`config.mk`:
```
export PLATFORM = sky130hd
export DESIGN_NAME = fifo_wr_arbiter_flat
export DESIGN_NICKNAME = d
export VERILOG_FILES = /design/src/rtl/fifo_wr_arbiter_if.sv /design/src/rtl/fifo_wr_arbiter.sv /design/src/flat_wrapper.sv
export SDC_FILE = /design/constraint.sdc
export NUM_CORES = 1
export LEC_CHECK = 0
export BUFFER_PORTS_ARGS = -buffer_cell sky130_fd_sc_hd__buf_2
export CAP_MARGIN = 20
export CORE_ASPECT_RATIO = 0.8
export CORE_UTILIZATION = 46
export CTS_CLUSTER_DIAMETER = 40
export DETAILED_ROUTE_END_ITERATION = 16
export GPL_TIMING_DRIVEN = 0
export MAX_ROUTING_LAYER = met4
export PLACE_DENSITY = 0.81
export SLEW_MARGIN = 5
export SYNTH_ARGS = -nofsm -noshare
export SYNTH_HDL_FRONTEND = slang
export SYNTH_SLANG_ARGS = --single-unit
```
`constraint.sdc`:
```
create_clock -name clk -period 2.5 [get_ports clk]
set_input_delay 0.25 -clock clk [delete_from_list [all_inputs] [get_ports clk]]
set_output_delay 0.25 -clock clk [all_outputs]
set_load 0.1 [all_outputs]
```
`src/rtl/fifo_wr_arbiter_if.sv`:
```
`default_nettype none
// =====================================================================
// Module : fifo_wr_arbiter_if
// Brief  : Producer/FIFO write-port bundle shared with the arbiter.
// Rev    : 1.0
// =====================================================================
interface fifo_wr_arbiter_if #(
    parameter int N_REQ      = 4,
    parameter int FIFO_WIDTH = 16,
    parameter int CNT_WIDTH  = 8
);
    logic [N_REQ-1:0]            req;
    logic [N_REQ*FIFO_WIDTH-1:0] req_data;
    logic [N_REQ-1:0]            gnt;
    logic [N_REQ-1:0]            done;
    logic [FIFO_WIDTH-1:0]       fifo_data_in;
    logic                        fifo_wr_en;
    logic                        fifo_full;
    logic                        fifo_wr_ack;
    logic                        fifo_overflow;
    logic                        busy;
    logic [CNT_WIDTH-1:0]        retry_cnt;

    // Arbiter side
    modport slave (
        input  req, req_data, fifo_full, fifo_wr_ack, fifo_overflow,
        output gnt, done, fifo_data_in, fifo_wr_en, busy, retry_cnt
    );

    // Producers plus FIFO side
    modport master (
        output req, req_data, fifo_full, fifo_wr_ack, fifo_overflow,
        input  gnt, done, fifo_data_in, fifo_wr_en, busy, retry_cnt
    );
endinterface
`default_nettype wire

```
`src/rtl/fifo_wr_arbiter.sv`:
```
`default_nettype none
// =====================================================================
// Module : fifo_wr_arbiter
// Brief  : Round-robin arbiter sharing one sync-FIFO write port.
// Rev    : 1.0
// =====================================================================
module fifo_wr_arbiter #(
    parameter int N_REQ      = 4,
    parameter int FIFO_WIDTH = 16,
    parameter int CNT_WIDTH  = 8
) (
    input  logic             clk,
    input  logic             rst_n,
    fifo_wr_arbiter_if.slave bus
);
    localparam int                  c_IDX_W = (N_REQ > 1) ? $clog2(N_REQ) : 1;
    localparam logic [c_IDX_W-1:0]  c_LAST  = c_IDX_W'(N_REQ - 1);

    typedef enum logic [1:0] {
        S_IDLE  = 2'd0,
        S_WRITE = 2'd1,
        S_WAIT  = 2'd2
    } state_t;

    state_t                 state_q,  state_d;
    logic [N_REQ-1:0]       gnt_q,    gnt_d;
    logic [N_REQ-1:0]       done_q,   done_d;
    logic [FIFO_WIDTH-1:0]  data_q,   data_d;
    logic                   wr_en_q,  wr_en_d;
    logic                   busy_q,   busy_d;
    logic [CNT_WIDTH-1:0]   retry_q,  retry_d;
    logic [c_IDX_W-1:0]     rr_ptr_q, rr_ptr_d;
    logic [c_IDX_W-1:0]     owner_q,  owner_d;

    logic [N_REQ-1:0]       w_elig;
    logic                   w_win_found;
    logic [c_IDX_W-1:0]     w_win_idx;
    logic [CNT_WIDTH-1:0]   w_retry_inc;
    logic [FIFO_WIDTH-1:0]  w_slice [N_REQ];

    for (genvar g = 0; g < N_REQ; g++) begin : g_slice
        assign w_slice[g] = bus.req_data[g*FIFO_WIDTH +: FIFO_WIDTH];
    end

    // The requester whose done is pulsing has already been served this round.
    assign w_elig      = bus.req & ~done_q;
    assign w_retry_inc = (retry_q == '1) ? retry_q : retry_q + 1'b1;

    always_comb begin : p_rr_search
        int j;
        j           = 0;
        w_win_found = 1'b0;
        w_win_idx   = '0;
        for (int k = 0; k < N_REQ; k++) begin
            j = (int'(rr_ptr_q) + k) % N_REQ;
            if (!w_win_found && w_elig[c_IDX_W'(j)]) begin
                w_win_found = 1'b1;
                w_win_idx   = c_IDX_W'(j);
            end
        end
    end

    always_comb begin : p_next
        state_d  = state_q;
        gnt_d    = gnt_q;
        done_d   = '0;
        data_d   = data_q;
        wr_en_d  = 1'b0;
        busy_d   = busy_q;
        retry_d  = retry_q;
        rr_ptr_d = rr_ptr_q;
        owner_d  = owner_q;
        case (state_q)
            S_IDLE: begin
                if (w_win_found && !bus.fifo_full) begin
                    state_d            = S_WRITE;
                    gnt_d              = '0;
                    gnt_d[w_win_idx]   = 1'b1;
                    data_d             = w_slice[w_win_idx];
                    owner_d            = w_win_idx;
                    busy_d             = 1'b1;
                end
            end
            S_WRITE: begin
                wr_en_d = 1'b1;
                state_d = S_WAIT;
            end
            S_WAIT: begin
                // While the strobe is still on the port the FIFO's flags are not yet valid.
                if (!wr_en_q) begin
                    state_d = S_IDLE;
                    gnt_d   = '0;
                    busy_d  = 1'b0;
                    if (bus.fifo_wr_ack) begin
                        done_d[owner_q] = 1'b1;
                        rr_ptr_d        = (owner_q == c_LAST) ? '0 : owner_q + 1'b1;
                    end else if (bus.fifo_overflow) begin
                        retry_d = w_retry_inc;
                    end else begin
                        retry_d = w_retry_inc;
                    end
                end
            end
            default: begin
                state_d = S_IDLE;
            end
        endcase
    end

    always_ff @(posedge clk or negedge rst_n) begin
        if (!rst_n) begin
            state_q  <= S_IDLE;
            gnt_q    <= '0;
            done_q   <= '0;
            data_q   <= '0;
            wr_en_q  <= 1'b0;
            busy_q   <= 1'b0;
            retry_q  <= '0;
            rr_ptr_q <= '0;
            owner_q  <= '0;
        end else begin
            state_q  <= state_d;
            gnt_q    <= gnt_d;
            done_q   <= done_d;
            data_q   <= data_d;
            wr_en_q  <= wr_en_d;
            busy_q   <= busy_d;
            retry_q  <= retry_d;
            rr_ptr_q <= rr_ptr_d;
            owner_q  <= owner_d;
        end
    end

    assign bus.gnt          = gnt_q;
    assign bus.done         = done_q;
    assign bus.fifo_data_in = data_q;
    assign bus.fifo_wr_en   = wr_en_q;
    assign bus.busy         = busy_q;
    assign bus.retry_cnt    = retry_q;

endmodule
`default_nettype wire
```
`src/flat_wrapper.sv`:
```
// flat-port wrapper written by rule: the top's interface ports become plain ports
module fifo_wr_arbiter_flat 
#(
    parameter int N_REQ      = 4,
    parameter int FIFO_WIDTH = 16,
    parameter int CNT_WIDTH  = 8
)
  (clk, rst_n, bus_req, bus_req_data, bus_fifo_full, bus_fifo_wr_ack, bus_fifo_overflow, bus_gnt, bus_done, bus_fifo_data_in, bus_fifo_wr_en, bus_busy, bus_retry_cnt);
  fifo_wr_arbiter_if #(.N_REQ(N_REQ), .FIFO_WIDTH(FIFO_WIDTH), .CNT_WIDTH(CNT_WIDTH)) bus_i ();
  input  logic clk;
  input  logic rst_n;
  input wire logic [$bits(bus_i.req)-1:0] bus_req;
  input wire logic [$bits(bus_i.req_data)-1:0] bus_req_data;
  input wire logic [$bits(bus_i.fifo_full)-1:0] bus_fifo_full;
  input wire logic [$bits(bus_i.fifo_wr_ack)-1:0] bus_fifo_wr_ack;
  input wire logic [$bits(bus_i.fifo_overflow)-1:0] bus_fifo_overflow;
  output wire logic [$bits(bus_i.gnt)-1:0] bus_gnt;
  output wire logic [$bits(bus_i.done)-1:0] bus_done;
  output wire logic [$bits(bus_i.fifo_data_in)-1:0] bus_fifo_data_in;
  output wire logic [$bits(bus_i.fifo_wr_en)-1:0] bus_fifo_wr_en;
  output wire logic [$bits(bus_i.busy)-1:0] bus_busy;
  output wire logic [$bits(bus_i.retry_cnt)-1:0] bus_retry_cnt;
  assign bus_i.req = bus_req;
  assign bus_i.req_data = bus_req_data;
  assign bus_i.fifo_full = bus_fifo_full;
  assign bus_i.fifo_wr_ack = bus_fifo_wr_ack;
  assign bus_i.fifo_overflow = bus_fifo_overflow;
  assign bus_gnt = bus_i.gnt;
  assign bus_done = bus_i.done;
  assign bus_fifo_data_in = bus_i.fifo_data_in;
  assign bus_fifo_wr_en = bus_i.fifo_wr_en;
  assign bus_busy = bus_i.busy;
  assign bus_retry_cnt = bus_i.retry_cnt;
  fifo_wr_arbiter #(.N_REQ(N_REQ), .FIFO_WIDTH(FIFO_WIDTH), .CNT_WIDTH(CNT_WIDTH)) u_core (.clk(clk), .rst_n(rst_n), .bus(bus_i));
endmodule
```
==> results.yml, run 1 <==
sta:
  period_needed_ns: 2.23
  fmax_ghz: 0.448
  maxSlewViolCount: 0
  fin_hold_ws_ns: 0.0766
  setup_tns_ns: 0
  skew_ns: 0.00484
  slew_headroom_pct: 40.6
  hold_viol: 0
  fin_crit_sh_pct: 89.2
  setup_violations: 0
  max_slew.worst_pin.slew_ns: 0.891
  rsz0062_at_grt: "false"
floorplanning:
  dieArea_um2: 4900
  core_area_um2: 4310
  die_h_um: 62.8
  rows: 21
  die_w_um: 78.0
  initial_core_util_pct: 49.4
  boundaryPins: 107
placed_design:
  post-dp-hpwl_um: 4070
  gp_congestion: 0.812
  io_buffers: 105
power:
  p_clk_share_pct: 9.7
  power_leakage_nw: 1.43
  p_comb_share_pct: 64.8
  p_total_mw: 4.14
  peakVddDrop_mv: 0.944
  p_seq_share_pct: 25.4
  switchingPower_mw: 2.50
  p_per_area_nw_per_um2: 1470
  p_int_mw: 1.63
  swShare_pct: 60.5
synth:
  avgSynthCellArea_um2: 10.3
  synth.top_cell.area_share_pct: 47.1
  synth_ff_type: "dfrtp_1"
  netlist_instances: 206
  synth_warnings: 0
  synth.distinct_cells: 42
  synthMuxAreaShare_pct: 7.65
  syn_nets: 284
  synthSimpleGateAreaFrac_pct: 20.9
  synth_edf_count: 0
  synth_xor_area_share_pct: 2.88
  async_reset_ff_share_pct: 100
  syn_area_um2: 2130
  yosys.area.top_type: "dfrtp_1"
  synth_compound_area_share_pct: 15.1
  synth_top_family_by_area: "simple AND/OR/NAND/NOR gates"
  ys_ff_latch: 40
  seq_area_frac_synth_pct: 47.1
  synth_fa_ha_area_share_pct: 2.94
  synth_area_leaders: "dfrtp_1, mux2i_1, nand3_1, a221oi_1, nand2_1"
global_routing:
  grt_util_all_layers_pct: 23.6
  grt_max_degree: 41
  first_global_vias: 1873
  antenna_found_initial: 0
  grt_overflow: 0
  grt_first_pass_wirelength_um: 8830
worst_setup_path:
  crit_path_max_fanout: 10
  cp_slowest_stage_delay_ns: 0.53
  start_kind: "register"
  cp_slowest_cell: "a311oi_2"
  critPathKind: "register to register"
  crit_chain: "nor2b_1, o221ai_1, a311oi_2, buf_2, mux2i_1, o221ai_1"
  arrival_ns: 2.38
  end_kind: "register"
  cp.required_ns: 2.65
  critPathMostFrequentCell: "o221ai_1"
job:
  maxCapViolations: 0
route:
  drtAntennaViolNets: 0
  wl_per_cell_um: 14.5
  vias: 2081
  first_iter_violations: 166
  detail_route.vias_per_cell: 5.53
  first_pass_iters: 4
  drt-total-wl_um: 5440
  drc: 0
clocking:
  insertion_delay_ns: 0.28
  tritoncts: "built"
  ctsResizeCount: 0
  numCtsBuffers: 5
  post_cts_buffers: 0
  htree_levels: 2
  cts_root_buf: "clkbuf_8"
  cts_sinks: 40
  cts_hold_buffers: 0
  clockBufferDepth: 2
  clkTransAtPathRegs_ns: 0.07
run_status:
  run_status: "finished, final reports clean"
hold_path:
  worstHoldPathType: "input pin to asynchronous set/reset pin"
finish:
  drive_gt1_share_pct: 39.5
  fin_nets: 397
  regArea_um2: 1000
  areaGrowthSynthToFinish_pct: 31.9
  diodes: 0
  multi_input_area_um2: 1050
  fillers: 370
-- worst max-delay path: cells and delay by family (launching register included) --
kind / cells / cell delay (ns)
buffers and inverters: 1 / 0.35
muxes: 1 / 0.22
and+or+nand+nor: 1 / 0.25
AOI/OAI and AO/OA: 3 / 0.85
DFF: 1 / 0.42
-- Yosys cell counts, types with 3 or more instances --
| cell type | count |
|---|---|
| a221oi_1 | 9 |
| a31oi_1 | 9 |
| and3_1 | 6 |
| buf_2 | 6 |
| clkbuf_1 | 4 |
| dfrtp_1 | 40 |
| ha_1 | 5 |
| inv_1 | 3 |
| mux2i_1 | 14 |
| nand2_1 | 21 |
| nand2b_1 | 6 |
| nand3_1 | 22 |
| nand3b_1 | 3 |
| nor2_1 | 9 |
| nor3_1 | 5 |
| o221ai_1 | 8 |
| xnor2_1 | 5 |
-- kinds of logic after synthesis --
group           after synthesis
compound gates               38
xor+xnor                      7
mux                          16
simple gates                 85
fa+ha+maj                     5
flops                        40
buf+inv                      15
-- power groups by stage --
stage | logic [mW] | clock network [mW] | registers [mW]
final | 2.68 | 0.403 | 1.05
after floorplan | 0.732 | 0 | 2.50
after global routing | 2.82 | 0.440 | 1.08
after global placement | 2.64 | 0 | 1.05
after CTS | 2.69 | 0.415 | 1.05
after detailed placement | 2.69 | 0 | 1.06
-- final cells by class --
cell class / instances / area share [%]
inverter: 3 / 0.401
clock buffer: 6 / 2.59
clock inverter: 1 / 0.178
buffer: 12 / 2.27
sequential: 40 / 35.7
multi-input combinational: 151 / 37.4
tap: 57 / 2.54
timing repair buffer: 106 / 18.9
-- layout by cell type (no fill, tap or decap), drive strengths merged, types with 3 or more instances in the layout --
master,count
clkbuf,10
a31oi,9
nor2,9
nand2b,6
buf,114
ha,5
o221ai,8
nand3b,3
xnor2,5
nand2,21
a221oi,9
mux2i,14
inv,3
nor3,5
nand3,22
dfrtp,40
and3,6
-- stage by stage --
| stage | utilization [%] | instance area [um^2] | instances | setup WS, ns |
|---|---|---|---|---|
| floorplan | - | 2130 | 206 | 0.0664 |
| global placement | 63.2 | 2720 | 368 | 0.203 |
| detailed placement | 63.3 | 2730 | 369 | 0.297 |
| CTS | 65.1 | 2810 | 376 | 0.280 |
| global route | 65.1 | 2810 | 376 | 0.118 |
| finish | 65.1 | 2810 | 376 | 0.270 |
-- metal layers --
layer	track usage [%]	routed length [um]	vias up	part of all wire, %
met5	-	0	-	0
met4	3.70	0	0	0
met3	5.26	364	0	6.7
met2	37.6	2600	81	48
met1	31.6	2480	1004	46
li1	-	-	996	-
-- state kept, by name (all words and copies together), names as in the netlist --
register	cells
u_core.bus.fifo_data_in	16
u_core.rr_ptr_q	2
u_core.bus.gnt	4
u_core.bus.retry_cnt	8
u_core.state_q	2
u_core.bus.done	4
u_core.owner_q	2
u_core.bus.fifo_wr_en	1
u_core.bus.busy	1
-- worst paths after layout --
path / start / to / slack, ns / cells past startpoint
min in group clk: bus_req_data[41] / u_core.bus.fifo_data_in[9] / 0.22 / 3
hold / removal: rst_n / u_core.bus.fifo_data_in[0] / 0.08 / 1
setup reg to reg: u_core.bus.done[2] / u_core.bus.fifo_data_in[11] / 0.27 / 6
setup / recovery: u_core.bus.done[2] / u_core.bus.fifo_data_in[11] / 0.27 / 6
hold reg to reg: u_core.bus.busy / u_core.bus.busy / 0.49 / 2
max in group asynchronous: rst_n / u_core.bus.done[2] / 1.85 / 1
(Power assumes the default switching activity.)
==> run 2: changes to the inputs <==
--- a/config.mk
+++ b/config.mk
@@ -11,9 +11,10 @@
 export CORE_UTILIZATION = 46
 export CTS_CLUSTER_DIAMETER = 40
 export DETAILED_ROUTE_END_ITERATION = 16
+export GPL_ROUTABILITY_DRIVEN = 1
 export GPL_TIMING_DRIVEN = 0
 export MAX_ROUTING_LAYER = met4
-export PLACE_DENSITY = 0.81
+export PLACE_DENSITY = 0.84
 export SLEW_MARGIN = 5
 export SYNTH_ARGS = -nofsm -noshare
 export SYNTH_HDL_FRONTEND = slang
==> run 2 against run 1 <==
Combinational power is essentially flat. Critical path depth unchanged. Die area stayed put. Flip-flop and latch count unchanged. Via count is 0.38% higher. Largest cell class unchanged.
==> results.yml, run 2 (synthesis gave the netlist of run 1 again) <==
clocking:
  numCtsBuffers: 5
  insertion_delay_ns: 0.29
  htree_levels: 2
  post_cts_buffers: 0
  ctsResizeCount: 0
  clockBufferDepth: 2
  cts_hold_buffers: 0
  cts_sinks: 40
  tritoncts: "built"
  clkTransAtPathRegs_ns: 0.07
  cts_root_buf: "clkbuf_8"
finish:
  layout_commonest_cell: "buf_2"
  finalNonFillerCells: 377
  areaGrowthSynthToFinish_pct: 33.4
  fillers: 382
  regArea_um2: 1000
  diodes: 0
  largest_reg_flops: 16
  fin_nets: 397
  multi_input_area_um2: 1050
  layout_common_cells: "buf_2, dfrtp_1, nand3_1"
  fin_util_pct: 65.8
  drive_gt1_share_pct: 39.7
worst_setup_path:
  start_kind: "register"
  r2r-start: "u_core.bus.done[3]"
  cp_top_family: "compound AO/OA/AOI/OAI gates"
  critPathKind: "register to register"
  crit_cells: 6
  reg2reg_depth: 6
  crit_buf_inv: 1
  crit_chain: "and2b_1, o221ai_1, a311oi_2, clkbuf_1, nand3_1, a31oi_1"
  cp_slowest_stage_delay_ns: 0.53
  crit_path_start: "u_core.bus.done[3]"
  cp_slowest_cell: "a311oi_2"
  reg2reg_to: "u_core.bus.fifo_data_in[14]"
  crit_path_max_fanout: 10
  endpoint: "u_core.bus.fifo_data_in[14]"
  end_kind: "register"
  reg2reg_slack_ns: 0.30
  arrival_ns: 2.41
  cp.required_ns: 2.71
route:
  first_pass_iters: 4
  wl_per_cell_um: 14.7
  drtAntennaViolNets: 0
  detail_route.vias_per_cell: 5.54
  drc: 0
  drt-total-wl_um: 5550
  vias: 2089
  first_iter_violations: 86
global_routing:
  grt_max_degree: 41
  grt_util_all_layers_pct: 24.4
  grt_overflow: 0
  grt_first_pass_wirelength_um: 9110
  antenna_found_initial: 0
  first_global_vias: 1937
sta:
  fmax_ghz: 0.454
  max_slew.worst_pin.slew_ns: 0.881
  maxSlewViolCount: 0
  rsz0062_at_grt: "false"
  setup_tns_ns: 0
  worst_slack_ns: 0.298
  fin_crit_sh_pct: 88.1
  hold_viol: 0
  setup_violations: 0
  slew_headroom_pct: 41.3
  period_needed_ns: 2.20
  skew_ns: 0.00358
floorplanning:
  core_area_um2: 4310
  boundaryPins: 107
  dieArea_um2: 4900
  initial_core_util_pct: 49.4
  die_w_um: 78.0
  rows: 21
  die_h_um: 62.8
job:
  maxCapViolations: 0
power:
  p_per_area_nw_per_um2: 1500
  peakVddDrop_mv: 1.02
  power_leakage_nw: 1.45
  p_total_mw: 4.26
placed_design:
  post-dp-hpwl_um: 4300
  io_buffers: 105
  place_ws_ns: 0.315
  dp_cells: 369
  gp_congestion: 0.837
run_status:
  run_status: "finished, final reports clean"
hold_path:
  worstHoldPathType: "input pin to asynchronous set/reset pin"
[run 2: cell count changes in the layout (fill, tap and decap cells not counted), sizes merged]
cell	change
bufinv	+1
[run 2: worst min path at each step]
stage	to	slack (ns)	depth (start not counted)
after floorplan	u_core.bus.busy	-0.05	0
after global placement	u_core.bus.retry_cnt[1]	0.41	1
after detailed placement	u_core.bus.retry_cnt[0]	0.42	1
after CTS	u_core.bus.retry_cnt[1]	0.10	1
after global routing	u_core.bus.retry_cnt[0]	0.14	1
final	u_core.bus.retry_cnt[1]	0.07	1
[run 2: final cells by class]
class,instances,area share (%)
Inverter,3,0.397
Timing Repair Buffer,106,18.7
Buffer,12,2.25
Tap cell,57,2.51
Multi-Input combinational cell,151,37.1
Clock inverter,2,1.24
Sequential cell,40,35.3
Clock buffer,6,2.56
[run 2: where the power goes]
part | switching (mW) | internal, mW
registers | 0.160 | 0.889
logic | 2.14 | 0.555
clock network | 0.220 | 0.296
total | 2.52 | 1.74
[run 2: per-stage QoR]
stage | hold WS [ns] | area (um^2)
after floorplan | -0.0456 | 2130
after global placement | 0.414 | 2720
after detailed placement | 0.422 | 2730
after CTS | 0.101 | 2840
after global routing | 0.143 | 2840
final | 0.0713 | 2840
[run 2: metal layers]
metal,GRT usage (%),wire length (um),up-vias
met5,-,0,-
met4,4.17,22,0
met3,5.84,446,5
met2,38.7,2580,105
met1,32.4,2500,982
li1,-,-,997
